### config.mk
export PLATFORM = sky130hd
export DESIGN_NAME = writeback_unit
export DESIGN_NICKNAME = d
export VERILOG_FILES = /design/src/rtl/wb_pkg.sv /design/src/rtl/wb_fifo.sv /design/src/rtl/writeback_unit.sv
export SDC_FILE = /design/constraint.sdc
export NUM_CORES = 1
export LEC_CHECK = 0
export CAP_MARGIN = 20
export CORE_MARGIN = 2
export CORE_UTILIZATION = 54
export DETAILED_ROUTE_END_ITERATION = 10
export PLACE_DENSITY_LB_ADDON = 0.1
export SLEW_MARGIN = 20
export SYNTH_ARGS = -nofsm -noshare
export SYNTH_HDL_FRONTEND = slang
export SYNTH_HIERARCHICAL = 1
export SYNTH_SLANG_ARGS = --single-unit
### constraint.sdc
create_clock -name clk -period 2.78 [get_ports clk]
set_input_delay 0.556 -clock clk [delete_from_list [all_inputs] [get_ports clk]]
set_output_delay 0.556 -clock clk [all_outputs]
set_load 0.01 [all_outputs]
### src/rtl/wb_pkg.sv
// Shared types and widths for the writeback stage: register-file geometry and
// the {addr, data} request that flows through the MDU result buffer.
package wb_pkg;

   localparam int DATA_W = 32;
   localparam int ADDR_W = 5;

   localparam logic [ADDR_W-1:0] ZERO_REG = '0;

   typedef struct packed {
      logic [ADDR_W-1:0] addr;
      logic [DATA_W-1:0] data;
   } wb_req_t;

endpackage

### src/rtl/wb_fifo.sv
// Synchronous FIFO of writeback requests buffering MDU results until the
// register-file write port is free. Full/empty come from one extra pointer bit.
module wb_fifo
   import wb_pkg::*;
#(
   parameter int DEPTH = 4
) (
   input  logic    clk,
   input  logic    rst_n,
   input  logic    i_push,
   input  wb_req_t i_push_req,
   input  logic    i_pop,
   output logic    o_full,
   output logic    o_empty,
   output wb_req_t o_head
);

   localparam int PTR_W = $clog2(DEPTH);

   logic [PTR_W:0] r_wr_ptr;
   logic [PTR_W:0] r_rd_ptr;
   wb_req_t        r_mem [DEPTH];
   logic           w_do_push;
   logic           w_do_pop;

   // Same index with different wrap bits means the writer is a full lap ahead.
   assign o_empty   = (r_wr_ptr == r_rd_ptr);
   assign o_full    = (r_wr_ptr[PTR_W] != r_rd_ptr[PTR_W]) &&
                      (r_wr_ptr[PTR_W-1:0] == r_rd_ptr[PTR_W-1:0]);
   assign w_do_push = i_push && !o_full;
   assign w_do_pop  = i_pop && !o_empty;
   assign o_head    = r_mem[r_rd_ptr[PTR_W-1:0]];

   always_ff @(posedge clk or negedge rst_n) begin
      if (!rst_n) begin
         r_wr_ptr <= '0;
         r_rd_ptr <= '0;
      end else begin
         if (w_do_push) begin
            r_wr_ptr <= r_wr_ptr + (PTR_W+1)'(1);
         end
         if (w_do_pop) begin
            r_rd_ptr <= r_rd_ptr + (PTR_W+1)'(1);
         end
      end
   end

   always_ff @(posedge clk) begin
      if (w_do_push) begin
         r_mem[r_wr_ptr[PTR_W-1:0]] <= i_push_req;
      end
   end

endmodule

### src/rtl/writeback_unit.sv
// Writeback stage: merges pipeline and MDU results onto the single register-file
// write port, with starvation-driven stalls. Optional bypass ports via WB_FWD_EN.
module writeback_unit
   import wb_pkg::*;
#(
   parameter int FIFO_DEPTH = 4,
   parameter int STARVE_LIM = 8
) (
   input  logic              clk,
   input  logic              rst_n,
   input  logic              pipe_valid,
   input  logic [ADDR_W-1:0] pipe_addr,
   input  logic [DATA_W-1:0] pipe_data,
   input  logic              mdu_valid,
   output logic              mdu_ready,
   input  logic [ADDR_W-1:0] mdu_addr,
   input  logic [DATA_W-1:0] mdu_data,
   output logic              wb_stall,
   output logic              wb_err,
   output logic              reg_wr,
   output logic [ADDR_W-1:0] reg_wr_addr,
   output logic [DATA_W-1:0] reg_wr_data
`ifdef WB_FWD_EN
   ,
   output logic              fwd_valid,
   output logic [ADDR_W-1:0] fwd_addr,
   output logic [DATA_W-1:0] fwd_data
`endif
);

   localparam int CNT_W = $clog2(STARVE_LIM + 1);

   logic             w_full;
   logic             w_empty;
   logic             w_pop;
   logic             w_sel_valid;
   wb_req_t          w_head;
   wb_req_t          w_mdu_req;
   wb_req_t          w_sel_req;
   logic [CNT_W-1:0] w_cnt_next;
   logic [CNT_W-1:0] r_starve_cnt;

   assign w_mdu_req.addr = mdu_addr;
   assign w_mdu_req.data = mdu_data;
   assign mdu_ready      = !w_full;

   wb_fifo #(
      .DEPTH(FIFO_DEPTH)
   ) u_fifo (
      .clk       (clk),
      .rst_n     (rst_n),
      .i_push    (mdu_valid),
      .i_push_req(w_mdu_req),
      .i_pop     (w_pop),
      .o_full    (w_full),
      .o_empty   (w_empty),
      .o_head    (w_head)
   );

   // The pipe always wins the port; a stall only works because upstream obeys it.
   always_comb begin
      w_pop       = !w_empty && !pipe_valid;
      w_sel_valid = 1'b0;
      w_sel_req   = w_head;
      if (pipe_valid) begin
         w_sel_valid    = 1'b1;
         w_sel_req.addr = pipe_addr;
         w_sel_req.data = pipe_data;
      end else if (!w_empty) begin
         w_sel_valid = 1'b1;
      end
      w_cnt_next = (w_empty || w_pop) ? '0 : r_starve_cnt + CNT_W'(1);
   end

   always_ff @(posedge clk or negedge rst_n) begin
      if (!rst_n) begin
         reg_wr       <= 1'b0;
         reg_wr_addr  <= '0;
         reg_wr_data  <= '0;
         wb_stall     <= 1'b0;
         wb_err       <= 1'b0;
         r_starve_cnt <= '0;
      end else begin
         reg_wr <= w_sel_valid && (w_sel_req.addr != ZERO_REG);
         if (w_sel_valid) begin
            reg_wr_addr <= w_sel_req.addr;
            reg_wr_data <= w_sel_req.data;
         end
         r_starve_cnt <= w_cnt_next;
         wb_stall     <= (w_cnt_next == CNT_W'(STARVE_LIM));
         if (wb_stall && pipe_valid) begin
            wb_err <= 1'b1;
         end
      end
   end

`ifdef WB_FWD_EN
   assign fwd_valid = reg_wr && (reg_wr_addr != ZERO_REG);
   assign fwd_addr  = reg_wr_addr;
   assign fwd_data  = reg_wr_data;
`endif

endmodule

==> results.yml, run 1 <==
run_status:
  outcome: "complete, no violations"
logic_synthesis:
  synth_fa_ha_area_share_pct: 0.956
  synth_common_cells: "edfxtp_1, dfrtp_1, nand2_1"
  synth_compound_area_share_pct: 3.76
  yosysMostFrequentCell: "edfxtp_1"
  synth-seq-area-share_pct: 72.6
  synth-simple-area-share_pct: 3.38
  ys_types: 33
  ys.warnings.count: 6
  syn_area_per_cell_um2: 18.2
  synth_top_area_share_pct: 56.6
  synthCells: 431
  synthArstFlopShare_pct: 25.3
  synthXorXnorAreaFrac_pct: 1.56
  syn_nets: 515
  synth_seq_cells: 198
  synth_area_um2: 7850
  synth.area.top_cells: "edfxtp_1, dfrtp_1, mux4_2"
  synth_edf_count: 148
  synth_top_family_by_area: "multiplexers"
  yosysTopAreaCell: "edfxtp_1"
  synth_mux_area_share_pct: 15.3
  ys.flop_type: "edfxtp_1"
worst_setup_path:
  ff2ff_path_depth: 6
  critPathKind: "reg -> out"
  start_kind: "flop"
  reg2reg_slack_ps: 620
  worstPathMaxFanout: 8
  end_kind: "output port"
  worstPathArrival_ps: 2090
  r2r_start: "u_fifo/r_rd_ptr[0]$_DFFE_PN0P_"
  required_ps: 2220
  timing.rr.end: "reg_wr_data[6]$_DFFE_PN0P_"
timing:
  worst_slack_ps: 136
  tightest_slew_ps: 440
  slew_headroom_pct: 70.6
  max_clock_freq_mhz: 378
  fin_worst_skew_ps: 8.33
  slew_viol_final: 0
  period_share_pct: 95.1
  hold_viol: 0
  setup_tns_ps: 0
  setup_viol: 0
  rsz0062_at_grt: "no"
  fin_crit_ps: 2640
layout:
  instances_no_fill: 757
  num_antenna_cells: 0
  syn2layout_area_growth_pct: 24.9
  final_nets: 644
  final_core_utilization_pct: 68.2
  drive_above_1_share_pct: 16.2
power:
  swShare_pct: 30.5
  power_frac_comb_pct: 35.6
  p_seq_share_pct: 42.7
  max-vdd-ir-drop_uv: 453
  leakage_uw: 0.00344
  power.density_nw_per_um2: 1030
  internal_power_uw: 7030
  p_clk_share_pct: 21.7
  p_switching_uw: 3080
flow_run:
  maxCapViolations: 0
clock_tree:
  numClockSinks: 198
  hold_buffers: 0
  htreeDepth: 4
  cts.path.max_buffers: 2
  cts_root_buf: "clkbuf_16"
  path_clk_slew_ps: 60
  clk_latency_ps: 430
  cts_setup_buffers: 0
  ctsResizeCount: 0
  cts_made_buffers: 17
  cts_tree: "built"
global_routing:
  grt_pass1_vias: 4417
  grt_max_degree: 51
  grt-ovfl-total: 0
  grtUsageTotal_pct: 20.5
  grt_pass1_wl_um: 23900
  antenna_found_initial: 0
route:
  routedLengthMet1_um: 6620
  final_antenna_net_count: 0
  num_vias: 4224
  drtPass1Iterations: 4
  met2_length_um: 7440
  dr.max_layer_used: "met4"
  drt_iter0_drc: 246
  met3_wirelength_um: 747
  postRouteWirelength_um: 15200
  wl_per_cell_um: 20.0
  drc: 0
  via_per_inst: 5.58
die:
  dieHeight_um: 125
  ioPinCount: 119
  start_util_pct: 54.6
  dieArea_um2: 15500
  die_width_um: 125
  fp-row-count: 44
  core_um2: 14400
placed_design:
  dp_cells: 725
  io_buffers: 118
  post-place-ws_ps: 573
  gp_congestion: 0.791
  place_hpwl_um: 9500
hold_path:
  hp-class: "in -> async"
==> area by class of cell <==
cell class,instances,area [µm²]
repair buffers,133,1350
flip-flops and latches,198,5700
inverters,6,22.5
clock inverters,10,55.1
clock buffers,22,474
multi-input cells,204,1980
well taps,184,230
fillers,980,4560
==> registers in the layout, summed over array words and instances (netlist names) <==
| signal | count |
|---|---|
| r_starve_cnt | 4 |
| reg_wr | 1 |
| reg_wr_addr | 5 |
| reg_wr_data | 32 |
| u_fifo/r_mem | 148 |
| u_fifo/r_rd_ptr | 3 |
| u_fifo/r_wr_ptr | 3 |
| wb_err | 1 |
| wb_stall | 1 |
==> per-layer routing <==
| metal | GRT usage (%) | vias to the layer above |
|---|---|---|
| met3 | 4.73 | 24 |
| met1 | 27.4 | 2147 |
| met4 | 8.53 | 0 |
| met2 | 32.9 | 131 |
| li1 | - | 1922 |
| met5 | 0 | - |
==> critical path, stage by stage, from the launching register on <==
cell	delay [ps]
dfrtp_2	480
xnor2_1	380
nand3_1	210
inv_1	90
inv_1	40
clkdlybuf4s50_1	470
==> cells by family (layout without fill, tap and decap cells) <==
| group | after synthesis | count (layout) |
|---|---|---|
| AOI/OAI and AO/OA | 53 | 53 |
| xor gates and xnor gates | 11 | 11 |
| adders and majority gates | 6 | 6 |
| buffers and inverters | 29 | 171 |
| DFF | 198 | 198 |
| muxes | 74 | 74 |
| and+or+nand+nor | 60 | 60 |
==> through the flow <==
| step | cell area [µm²] | hold WS (ps) | total power [µW] |
|---|---|---|---|
| floorplan | 7850 | 260 | 6710 |
| global placement | 9280 | 441 | 7930 |
| detailed placement | 9280 | 456 | 8020 |
| CTS | 9810 | 129 | 10200 |
| global route | 9810 | 146 | 10600 |
| finish | 9810 | 131 | 10100 |
==> worst max-delay path by stage <==
stage	slack, ps	cells after the start	startpoint	endpoint
after detailed placement	570	5	u_fifo/r_rd_ptr[1]$_DFFE_PN0P_	mdu_ready
after global placement	620	6	u_fifo/r_rd_ptr[0]$_DFFE_PN0P_	reg_wr_addr[1]$_DFFE_PN0P_
final	140	5	u_fifo/r_rd_ptr[1]$_DFFE_PN0P_	mdu_ready
after floorplan	380	2	u_fifo/r_wr_ptr[0]$_DFFE_PN0P_	u_fifo/r_mem[3][0]$_DFFE_PP_
after global routing	20	5	u_fifo/r_rd_ptr[1]$_DFFE_PN0P_	mdu_ready
after CTS	110	5	u_fifo/r_rd_ptr[1]$_DFFE_PN0P_	mdu_ready
==> cells in the final DEF, fill, tap and decap left out, types with 10 or more instances in the layout <==
cell type,instances
o21ai_0,28
buf_4,10
o21ai_1,11
dfrtp_1,48
mux4_2,37
clkbuf_16,17
nand2_1,41
edfxtp_1,148
clkdlybuf4s50_1,116
mux2i_1,37
==> power by group through the flow <==
stage / clock [µW] / combinational [µW] / sequential [µW]
floorplan: 0 / 2300 / 4410
global placement: 0 / 3600 / 4330
finish: 2200 / 3600 / 4320
global route: 2360 / 3890 / 4400
CTS: 2240 / 3660 / 4330
detailed placement: 0 / 3640 / 4380
(Power assumes the default switching activity.)
==> run 2, diff against run 1 <==
--- a/config.mk
+++ b/config.mk
@@ -10,7 +10,7 @@
 export CORE_UTILIZATION = 54
 export DETAILED_ROUTE_END_ITERATION = 10
 export PLACE_DENSITY_LB_ADDON = 0.1
-export SLEW_MARGIN = 20
+export SLEW_MARGIN = 0
 export SYNTH_ARGS = -nofsm -noshare
 export SYNTH_HDL_FRONTEND = slang
 export SYNTH_HIERARCHICAL = 1
==> results of run 2 <==
The final DEF is identical to that of run 1; final timing and power are the same.
==> run 3, diff against run 2 <==
--- a/config.mk
+++ b/config.mk
@@ -9,6 +9,8 @@
 export CORE_MARGIN = 2
 export CORE_UTILIZATION = 54
 export DETAILED_ROUTE_END_ITERATION = 10
+export HOLD_SLACK_MARGIN = 0.12
+export MAX_ROUTING_LAYER = met4
 export PLACE_DENSITY_LB_ADDON = 0.1
 export SLEW_MARGIN = 0
 export SYNTH_ARGS = -nofsm -noshare
==> run 3 against run 2 <==
Fmax about the same. Sequential power about the same. Critical path depth unchanged. Worst hold slack worse by 9.1 ps. Final cell count unchanged. Non-clock buffer count unchanged. Combinational power about the same. Die area unchanged.
==> results.yml, run 3 (same netlist as run 1, synthesis figures left out) <==
run_status:
  outcome: "complete, no violations"
layout:
  drive_above_1_share_pct: 16.2
  multi_input_area_um2: 1980
  syn2layout_area_growth_pct: 24.9
  mostFrequentLayoutCells: "edfxtp_1, clkdlybuf4s50_1, dfrtp_1"
  fill_cells: 980
  final_core_utilization_pct: 68.2
  instances_no_fill: 757
  final-seq-area_um2: 5700
  largest_register_ffs: 148
  final_nets: 644
  layout.cells.most_common: "edfxtp_1"
  num_antenna_cells: 0
power:
  leakage_uw: 0.00344
  max-vdd-ir-drop_uv: 455
  power.density_nw_per_um2: 1030
clock_tree:
  ctsResizeCount: 0
  clk_latency_ps: 430
  cts_setup_buffers: 0
  numClockSinks: 198
  path_clk_slew_ps: 60
  cts_root_buf: "clkbuf_16"
  cts.path.max_buffers: 2
  cts_made_buffers: 17
  cts_tree: "built"
  htreeDepth: 4
  hold_buffers: 0
route:
  num_vias: 4207
  postRouteWirelength_um: 15200
  final_antenna_net_count: 0
  drt_iter0_drc: 252
  drc: 0
  wl_per_cell_um: 20.1
  drtPass1Iterations: 5
  via_per_inst: 5.56
worst_setup_path:
  slowest_delay_ps: 480
  reg2reg_slack_ps: 620
  worstPathArrival_ps: 2090
  r2r_start: "u_fifo/r_rd_ptr[0]$_DFFE_PN0P_"
  start_kind: "flop"
  crit_buf_inv: 3
  worstPathMaxFanout: 7
  path_common_cell: "inv_1"
  critPathKind: "reg -> out"
  crit_chain: "xnor2_1, nand3_1, inv_1, inv_1, clkdlybuf4s50_1"
  end_kind: "output port"
  timing.rr.end: "reg_wr_data[6]$_DFFE_PN0P_"
  cp_slowest_cell: "dfrtp_1"
  ff2ff_path_depth: 6
  path_delay_family: "buffers and inverters"
  required_ps: 2220
timing:
  max_clock_freq_mhz: 378
  rsz0062_at_grt: "no"
  setup_tns_ps: 0
  hold_viol: 0
  slew_headroom_pct: 70.5
  period_share_pct: 95.1
  fin_crit_ps: 2640
  fin_worst_skew_ps: 10.6
  slew_viol_final: 0
  tightest_slew_ps: 443
  setup_viol: 0
flow_run:
  maxCapViolations: 0
global_routing:
  antenna_found_initial: 0
  grt_pass1_wl_um: 23900
  grt_pass1_vias: 4406
  grtUsageTotal_pct: 21.1
  grt-ovfl-total: 0
  grt_max_degree: 51
placed_design:
  io_buffers: 118
  dp_cells: 725
  place_hpwl_um: 9500
  gp_congestion: 0.802
die:
  fp-row-count: 44
  core_um2: 14400
  ioPinCount: 119
  die_width_um: 125
  start_util_pct: 54.6
  dieArea_um2: 15500
  dieHeight_um: 125
hold_path:
  hp-class: "in -> async"
-- run 3: how the worst max path moves through the flow --
stage | start | cells past startpoint | slack (ps) | endpoint
3_3_place_gp | u_fifo/r_rd_ptr[0]$_DFFE_PN0P_ | 6 | 620 | reg_wr_addr[1]$_DFFE_PN0P_
2_1_floorplan | u_fifo/r_wr_ptr[0]$_DFFE_PN0P_ | 2 | 380 | u_fifo/r_mem[3][0]$_DFFE_PP_
6_report | u_fifo/r_wr_ptr[1]$_DFFE_PN0P_ | 5 | 140 | mdu_ready
4_1_cts | u_fifo/r_rd_ptr[1]$_DFFE_PN0P_ | 5 | 110 | mdu_ready
5_1_grt | u_fifo/r_rd_ptr[1]$_DFFE_PN0P_ | 5 | 30 | mdu_ready
3_5_place_dp | u_fifo/r_rd_ptr[1]$_DFFE_PN0P_ | 5 | 570 | mdu_ready
-- run 3: stage by stage --
step                total power (µW)  hold WS, ps  setup slack, ps  cell area (µm²)
finish                         10100          122              137             9810
CTS                            10200          129              113             9810
global route                   10600          148             25.2             9810
global placement                7930          441              620             9280
floorplan                       6710          260              382             7850
detailed placement              8020          456              573             9280
-- run 3: where the power goes --
| part | total, µW | internal [µW] | switching, µW |
|---|---|---|---|
| registers | 4320 | 3990 | 333 |
| logic | 3600 | 1840 | 1750 |
| clock network | 2200 | 1200 | 1000 |
| total | 10100 | 7030 | 3080 |
-- run 3: final cells by class --
cell class	instances	share of cell area [%]
Clock inverter	10	0.561
Clock buffer	22	4.84
Timing Repair Buffer	133	13.7
Tap cell	184	2.35
Multi-Input combinational cell	204	20.2
Sequential cell	198	58.1
Inverter	6	0.230
-- run 3: routing by layer --
metal	vias up	track usage, %	part of all wire, %
met3	16	4.21	5.7
met5	-	-	0
met1	2111	27.6	43
li1	1927	-	-
met2	153	32.9	50
met4	0	8.72	1.7
